==> config.mk <==
export PLATFORM = sky130hd
export DESIGN_NAME = sw_alloc_wormhole
export DESIGN_NICKNAME = d
export VERILOG_FILES = /design/src/rtl/sw_alloc_wormhole_pkg.sv /design/src/rtl/rr_arb_upd.sv /design/src/rtl/sw_alloc_wormhole.sv
export SDC_FILE = /design/constraint.sdc
export NUM_CORES = 1
export LEC_CHECK = 0
export BUFFER_PORTS_ARGS = -buffer_cell sky130_fd_sc_hd__buf_4
export CAP_MARGIN = 5
export CORE_ASPECT_RATIO = 1.75
export CORE_MARGIN = 2
export CORE_UTILIZATION = 42
export DETAILED_ROUTE_END_ITERATION = 7
export GPL_TIMING_DRIVEN = 0
export HOLD_SLACK_MARGIN = 0.15
export PLACE_DENSITY = 0.56
export SLEW_MARGIN = 15
export SYNTH_ARGS = -nofsm -noshare
export SYNTH_HDL_FRONTEND = slang
export SYNTH_SLANG_ARGS = --single-unit
==> constraint.sdc <==
create_clock -name clk -period 11.74 [get_ports clk]
set_input_delay 1.174 -clock clk [delete_from_list [all_inputs] [get_ports clk]]
set_output_delay 1.174 -clock clk [all_outputs]
set_load 0.03 [all_outputs]
==> src/rtl/sw_alloc_wormhole_pkg.sv <==
// Shared NoC router constants and types used by the wormhole switch allocator.
package sw_alloc_wormhole_pkg;

  localparam int PORT_NUM_DEF = 5;
  localparam int VC_NUM_DEF   = 4;
  localparam int PORT_W       = $clog2(PORT_NUM_DEF);
  localparam int VC_W         = $clog2(VC_NUM_DEF);

  typedef logic [PORT_W-1:0] port_idx_t;

  // Per-output wormhole ownership: which (input, VC) holds the output mid-packet.
  typedef struct packed {
    logic            lock_vld;
    port_idx_t       lock_in;
    logic [VC_W-1:0] lock_vc;
  } out_lock_t;

endpackage

==> src/rtl/rr_arb_upd.sv <==
// Round-robin arbiter whose priority pointer moves to one past the winner
// only when the caller confirms the grant was actually issued (upd_en).
module rr_arb_upd #(
  parameter int N = 4
) (
  input  logic         clk,
  input  logic         rst,
  input  logic [N-1:0] req,
  input  logic         upd_en,
  output logic [N-1:0] gnt
);

  localparam int IW = (N > 1) ? $clog2(N) : 1;

  logic [IW-1:0] ptr_q;
  logic [IW-1:0] ptr_d;

  // NOTE: every output of this block gets a default first, so no path leaves
  // a variable unassigned and no latch is inferred.
  always_comb begin
    int idx;
    gnt   = '0;
    ptr_d = ptr_q;
    idx   = 0;
    for (int k = 0; k < N; k++) begin
      idx = int'(ptr_q) + k;
      if (idx >= N) idx = idx - N;
      if (req[idx] && (gnt == '0)) begin
        gnt[idx] = 1'b1;
        ptr_d    = (idx == N - 1) ? '0 : IW'(idx + 1);
      end
    end
  end

  // NOTE: state registers use non-blocking assignments so every flop samples
  // the pre-edge values regardless of process evaluation order.
  always_ff @(posedge clk or posedge rst) begin
    if (rst)                  ptr_q <= '0;
    else if (upd_en && |gnt)  ptr_q <= ptr_d;
  end

endmodule

==> src/rtl/sw_alloc_wormhole.sv <==
// Two-stage separable switch allocator (VC per input, then input per output)
// with registered grants and credit gating. Wormhole locking is built only when
// SW_ALLOC_LOCK_EN is defined; otherwise every flit is arbitrated independently.
module sw_alloc_wormhole
  import sw_alloc_wormhole_pkg::*;
#(
  parameter int PORT_NUM = PORT_NUM_DEF,
  parameter int VC_NUM   = VC_NUM_DEF,
  parameter int PW       = $clog2(PORT_NUM)
) (
  input  logic                                   clk,
  input  logic                                   rst,
  input  logic [PORT_NUM-1:0][VC_NUM-1:0]         req_i,
  input  logic [PORT_NUM-1:0][VC_NUM-1:0][PW-1:0] out_port_i,
  input  logic [PORT_NUM-1:0][VC_NUM-1:0]         tail_i,
  input  logic [PORT_NUM-1:0]                    out_ready_i,
  output logic [PORT_NUM-1:0][VC_NUM-1:0]         grant_o,
  output logic [PORT_NUM-1:0][PW-1:0]            xbar_sel_o,
  output logic [PORT_NUM-1:0]                    xbar_vld_o
);

  logic [PORT_NUM-1:0][PORT_NUM-1:0][VC_NUM-1:0] may_use;   // [out][in][vc]
  logic [PORT_NUM-1:0]                           out_locked;

  logic [PORT_NUM-1:0][VC_NUM-1:0]   s1_req, s1_gnt;
  logic [PORT_NUM-1:0][PW-1:0]       s1_tgt;
  logic [PORT_NUM-1:0]               s1_vld, s1_upd;
  logic [PORT_NUM-1:0][PORT_NUM-1:0] s2_req, s2_gnt;        // [out][in]
  logic [PORT_NUM-1:0]               s2_upd;

  logic [PORT_NUM-1:0][VC_NUM-1:0]   grant_d;
  logic [PORT_NUM-1:0][PW-1:0]       sel_d;
  logic [PORT_NUM-1:0]               vld_d;

`ifdef SW_ALLOC_LOCK_EN
  out_lock_t [PORT_NUM-1:0] lock_q, lock_d;

  always_comb begin
    out_locked = '0;
    may_use    = '0;
    for (int o = 0; o < PORT_NUM; o++) begin
      out_locked[o] = lock_q[o].lock_vld;
      for (int i = 0; i < PORT_NUM; i++)
        for (int v = 0; v < VC_NUM; v++)
          may_use[o][i][v] = !lock_q[o].lock_vld ||
                             ((lock_q[o].lock_in == port_idx_t'(i)) &&
                              (lock_q[o].lock_vc == VC_W'(v)));
    end
  end

  // A granted non-tail flit claims the output; the owner's tail releases it.
  always_comb begin
    lock_d = lock_q;
    for (int o = 0; o < PORT_NUM; o++)
      for (int i = 0; i < PORT_NUM; i++)
        for (int v = 0; v < VC_NUM; v++)
          if (s2_gnt[o][i] && s1_gnt[i][v]) begin
            lock_d[o].lock_vld = !tail_i[i][v];
            lock_d[o].lock_in  = port_idx_t'(i);
            lock_d[o].lock_vc  = VC_W'(v);
          end
  end

  always_ff @(posedge clk or posedge rst) begin
    if (rst) lock_q <= '0;
    else     lock_q <= lock_d;
  end
`else
  logic unused_tail;
  assign unused_tail = ^tail_i;
  assign out_locked  = '0;
  assign may_use     = '1;
`endif

  // Eligibility: valid target, downstream credit, and output free or owned by us.
  always_comb begin
    s1_req = '0;
    for (int i = 0; i < PORT_NUM; i++)
      for (int v = 0; v < VC_NUM; v++)
        for (int o = 0; o < PORT_NUM; o++)
          if (req_i[i][v] && (out_port_i[i][v] == PW'(o)) &&
              out_ready_i[o] && may_use[o][i][v])
            s1_req[i][v] = 1'b1;
  end

  for (genvar gi = 0; gi < PORT_NUM; gi++) begin : g_s1
    rr_arb_upd #(.N(VC_NUM)) u_arb (
      .clk    (clk),
      .rst    (rst),
      .req    (s1_req[gi]),
      .upd_en (s1_upd[gi]),
      .gnt    (s1_gnt[gi])
    );
  end

  always_comb begin
    s1_tgt = '0;
    s1_vld = '0;
    for (int i = 0; i < PORT_NUM; i++) begin
      s1_vld[i] = |s1_gnt[i];
      for (int v = 0; v < VC_NUM; v++)
        if (s1_gnt[i][v]) s1_tgt[i] = out_port_i[i][v];
    end
  end

  always_comb begin
    s2_req = '0;
    for (int o = 0; o < PORT_NUM; o++)
      for (int i = 0; i < PORT_NUM; i++)
        s2_req[o][i] = s1_vld[i] && (s1_tgt[i] == PW'(o));
  end

  // A locked output sees only its owner as a request, so arbitration there is a
  // pass-through; its pointer is simply held.
  assign s2_upd = ~out_locked;

  for (genvar go = 0; go < PORT_NUM; go++) begin : g_s2
    rr_arb_upd #(.N(PORT_NUM)) u_arb (
      .clk    (clk),
      .rst    (rst),
      .req    (s2_req[go]),
      .upd_en (s2_upd[go]),
      .gnt    (s2_gnt[go])
    );
  end

  always_comb begin
    s1_upd  = '0;
    grant_d = '0;
    sel_d   = '0;
    vld_d   = '0;
    for (int o = 0; o < PORT_NUM; o++) begin
      vld_d[o] = |s2_gnt[o];
      for (int i = 0; i < PORT_NUM; i++)
        if (s2_gnt[o][i]) begin
          sel_d[o]   = PW'(i);
          grant_d[i] = s1_gnt[i];
          s1_upd[i]  = !out_locked[o];
        end
    end
  end

  // NOTE: grants, selects and locks are control state and must be cleared by
  // reset so a half-sent packet cannot keep an output claimed afterwards.
  always_ff @(posedge clk or posedge rst) begin
    if (rst) begin
      grant_o    <= '0;
      xbar_sel_o <= '0;
      xbar_vld_o <= '0;
    end else begin
      grant_o    <= grant_d;
      xbar_sel_o <= sel_d;
      xbar_vld_o <= vld_d;
    end
  end

endmodule
==> impl_metrics.yaml <==
logic_synthesis:
  ys_warn_count: 0
  ys_seq_area_frac: 0.0939
  async_flop_share: 1.00
  synth_nets: 2704
  synth_ff_type: "dfrtp_1"
  syn_avg_cell_area_um2: 7.17
  synth_cell_types: 118
  netlist_area_um2: 17300
  synth.area.top_cells: "ha_1 (13%), dfrtp_1 (9.4%), nand2_1 (5.1%), a21oi_1 (4.8%), nor2_1 (4.8%)"
  synth_edf_count: 0
  synthCells: 2417
  synth_top_cell_area_share: 0.126
  ys_seq_elements: 65
  synth_top_area_cell: "ha_1"
route:
  drtAntennaViolNets: 0
  firstDrtPassIters: 5
  drtIter0Drc: 1360
  routed_wl_um: 69200
  vias_per_cell: 6.47
  vias: 20100
  wl_per_cell_um: 22.2
  drc_errors: 0
critical_path:
  crit_family: "simple AND/OR/NAND/NOR gates"
  slowest_stage: "nor4_1"
  critPathCaptureType: "register"
  worstPathMaxFanout: 10
  path_class: "input pin to register"
  arrival_ns: 10.16
  crit_required_ns: 11.99
  worst_path_most_repeated_cell: "nor4_1"
  cpPeakStageDelay_ns: 0.84
  critPathBufInv: 5
  cp-start-kind: "input pin"
global_routing:
  grt_pass1_wl_um: 107000
  grt_use_total: 0.314
  first_global_vias: 19800
  grt_max_degree: 45
  grt.overflow.total: 0
  antenna_found_initial: 3
die:
  die-width_um: 158
  core_um2: 40800
  initial_utilization: 0.424
  num_io_pins: 147
  die_area_um2: 43000
  rows: 98
  die_h_um: 273
layout:
  syn_to_final_growth_pct: 11.5
  most-common-layout-cells: "nand2_1 (236), nor2_1 (220), ha_1 (175)"
  layout.cells.most_common: "nand2_1"
  layout-drive-gt1-share: 0.107
  nets: 2842
worst_hold_path:
  hold_class: "register to register"
clock_tree:
  clk_pin_slew_ns: 0.06
  htree_levels: 3
  post_cts_buffers: 0
  clock-sinks: 65
  cts_resized: 0
  cts_buffers: 9
  ctsHoldBuffers: 0
  clock_path_buffers: 2
  root_buffer: "clkbuf_16"
  cts_tree: "built"
  clk_latency_ns: 0.37
place:
  pre_cts_slack_ns: 1.79
  portBuffers: 125
  dp_hpwl_um: 56500
  routabilityCongestion: 1.01
sta:
  setup_ws_ns: 1.83
  maxSlewHeadroom: 0.219
  fin_setup_tns_ns: 0
  grt_setup_unrepaired: "false"
  finalSetupViolCount: 0
  skew_ns: 0.0110
  period_share: 0.844
  fin_crit_ns: 9.91
  drv_slew: 0
  tightest_slew_ns: 1.16
  clock.fmax_ghz: 0.101
  final_hold_viol_count: 0
run_status:
  status: "complete, no violations"
job:
  maxCapViolations: 0
-- registers in the layout (all words and copies together) (netlist names) --
| register | count |
|---|---|
| xbar_sel_o | 15 |
| grant_o | 20 |
| g_s1.u_arb.ptr_q | 10 |
| g_s2.u_arb.ptr_q | 15 |
| xbar_vld_o | 5 |
-- final cells by class --
type	count	area [um^2]
plain buffers	79	353
clock inverters	3	40.0
multi-input cells	2109	14800
clock buffers	12	256
well taps	550	688
fillers	4240	21500
inverters	164	618
flip-flops and latches	65	1630
repair buffers	127	973
diodes	2	5.00
-- per-stage QoR --
| step | utilization | instances | instance area, um^2 | hold slack [ns] |
|---|---|---|---|---|
| floorplan | - | 2417 | 17300 | 0.619 |
| global placement | 0.464 | 3092 | 19000 | 0.683 |
| detailed placement | 0.465 | 3094 | 19000 | 0.692 |
| CTS | 0.473 | 3109 | 19300 | 0.702 |
| global route | 0.473 | 3111 | 19300 | 0.752 |
| finish | 0.473 | 3111 | 19300 | 0.720 |
-- worst register-to-register path: stages, from the launching register on --
cell and delay (ns):
dfrtp_1 0.41, clkbuf_1 0.37, inv_1 0.28, ha_1 0.43, inv_1 0.15, a2111oi_0 0.10, nor4_1 0.86, o211ai_1 0.33
and3_1 0.23, clkbuf_1 0.18, a21oi_1 0.56, o2bb2ai_1 0.18, a21oi_1 0.70, nand3_1 0.46, nor2_1 0.24, o311ai_2 0.19
or2_1 0.29, buf_6 0.14, a211oi_1 0.51, nor3_1 0.26, a31oi_1 0.47, o31ai_1 0.31, or4_1 0.58, nor3b_2 0.59
nor2_1 0.16, o211ai_1 0.35
-- Yosys cell counts (41+ instances only) --
cell,instances
ha_1,175
nand2_1,236
a211oi_1,66
dfrtp_1,65
nor3_1,96
o21ai_0,122
nor2_1,220
a21oi_1,167
nand2b_1,53
clkbuf_1,55
mux2i_1,59
inv_1,153
nand3_1,91
a31oi_1,41
-- layer usage --
layer	GRT usage	vias up	share of wire
li1	-	9565	-
met4	0.185	0	0.060
met5	0	-	0
met2	0.598	744	0.52
met1	0.328	9613	0.37
met3	0.0308	220	0.043
-- worst paths after layout --
kind | from | end | slack (ns) | depth (start not counted)
min in group asynchronous | rst | xbar_sel_o[7] | 0.78 | 2
setup reg to reg | g_s1[0].u_arb.ptr_q[0] | g_s1[1].u_arb.ptr_q[0] | 2.30 | 25
max in group asynchronous | rst | grant_o[0] | 10.38 | 3
setup / recovery | out_ready_i[4] | g_s1[1].u_arb.ptr_q[0] | 1.83 | 26
hold / removal | g_s1[0].u_arb.ptr_q[1] | g_s1[0].u_arb.ptr_q[1] | 0.72 | 2
hold reg to reg | g_s1[0].u_arb.ptr_q[1] | g_s1[0].u_arb.ptr_q[1] | 0.72 | 2
-- logic make-up (layout without fill, tap and decap cells) --
family / count (synthesis) / count (layout) / synth area share
xor gates and xnor gates: 46 / 46 / 0.0233
DFF: 65 / 65 / 0.0939
muxes: 90 / 90 / 0.0675
and+or+nand+nor: 976 / 976 / 0.286
other: 0 / 2 / 0
AOI/OAI and AO/OA: 817 / 817 / 0.342
buffers and inverters: 243 / 385 / 0.0559
adders and majority gates: 180 / 180 / 0.132
Power is not shown: default switching activity piles up to over one toggle a cycle in this logic, so the estimate is an artifact.
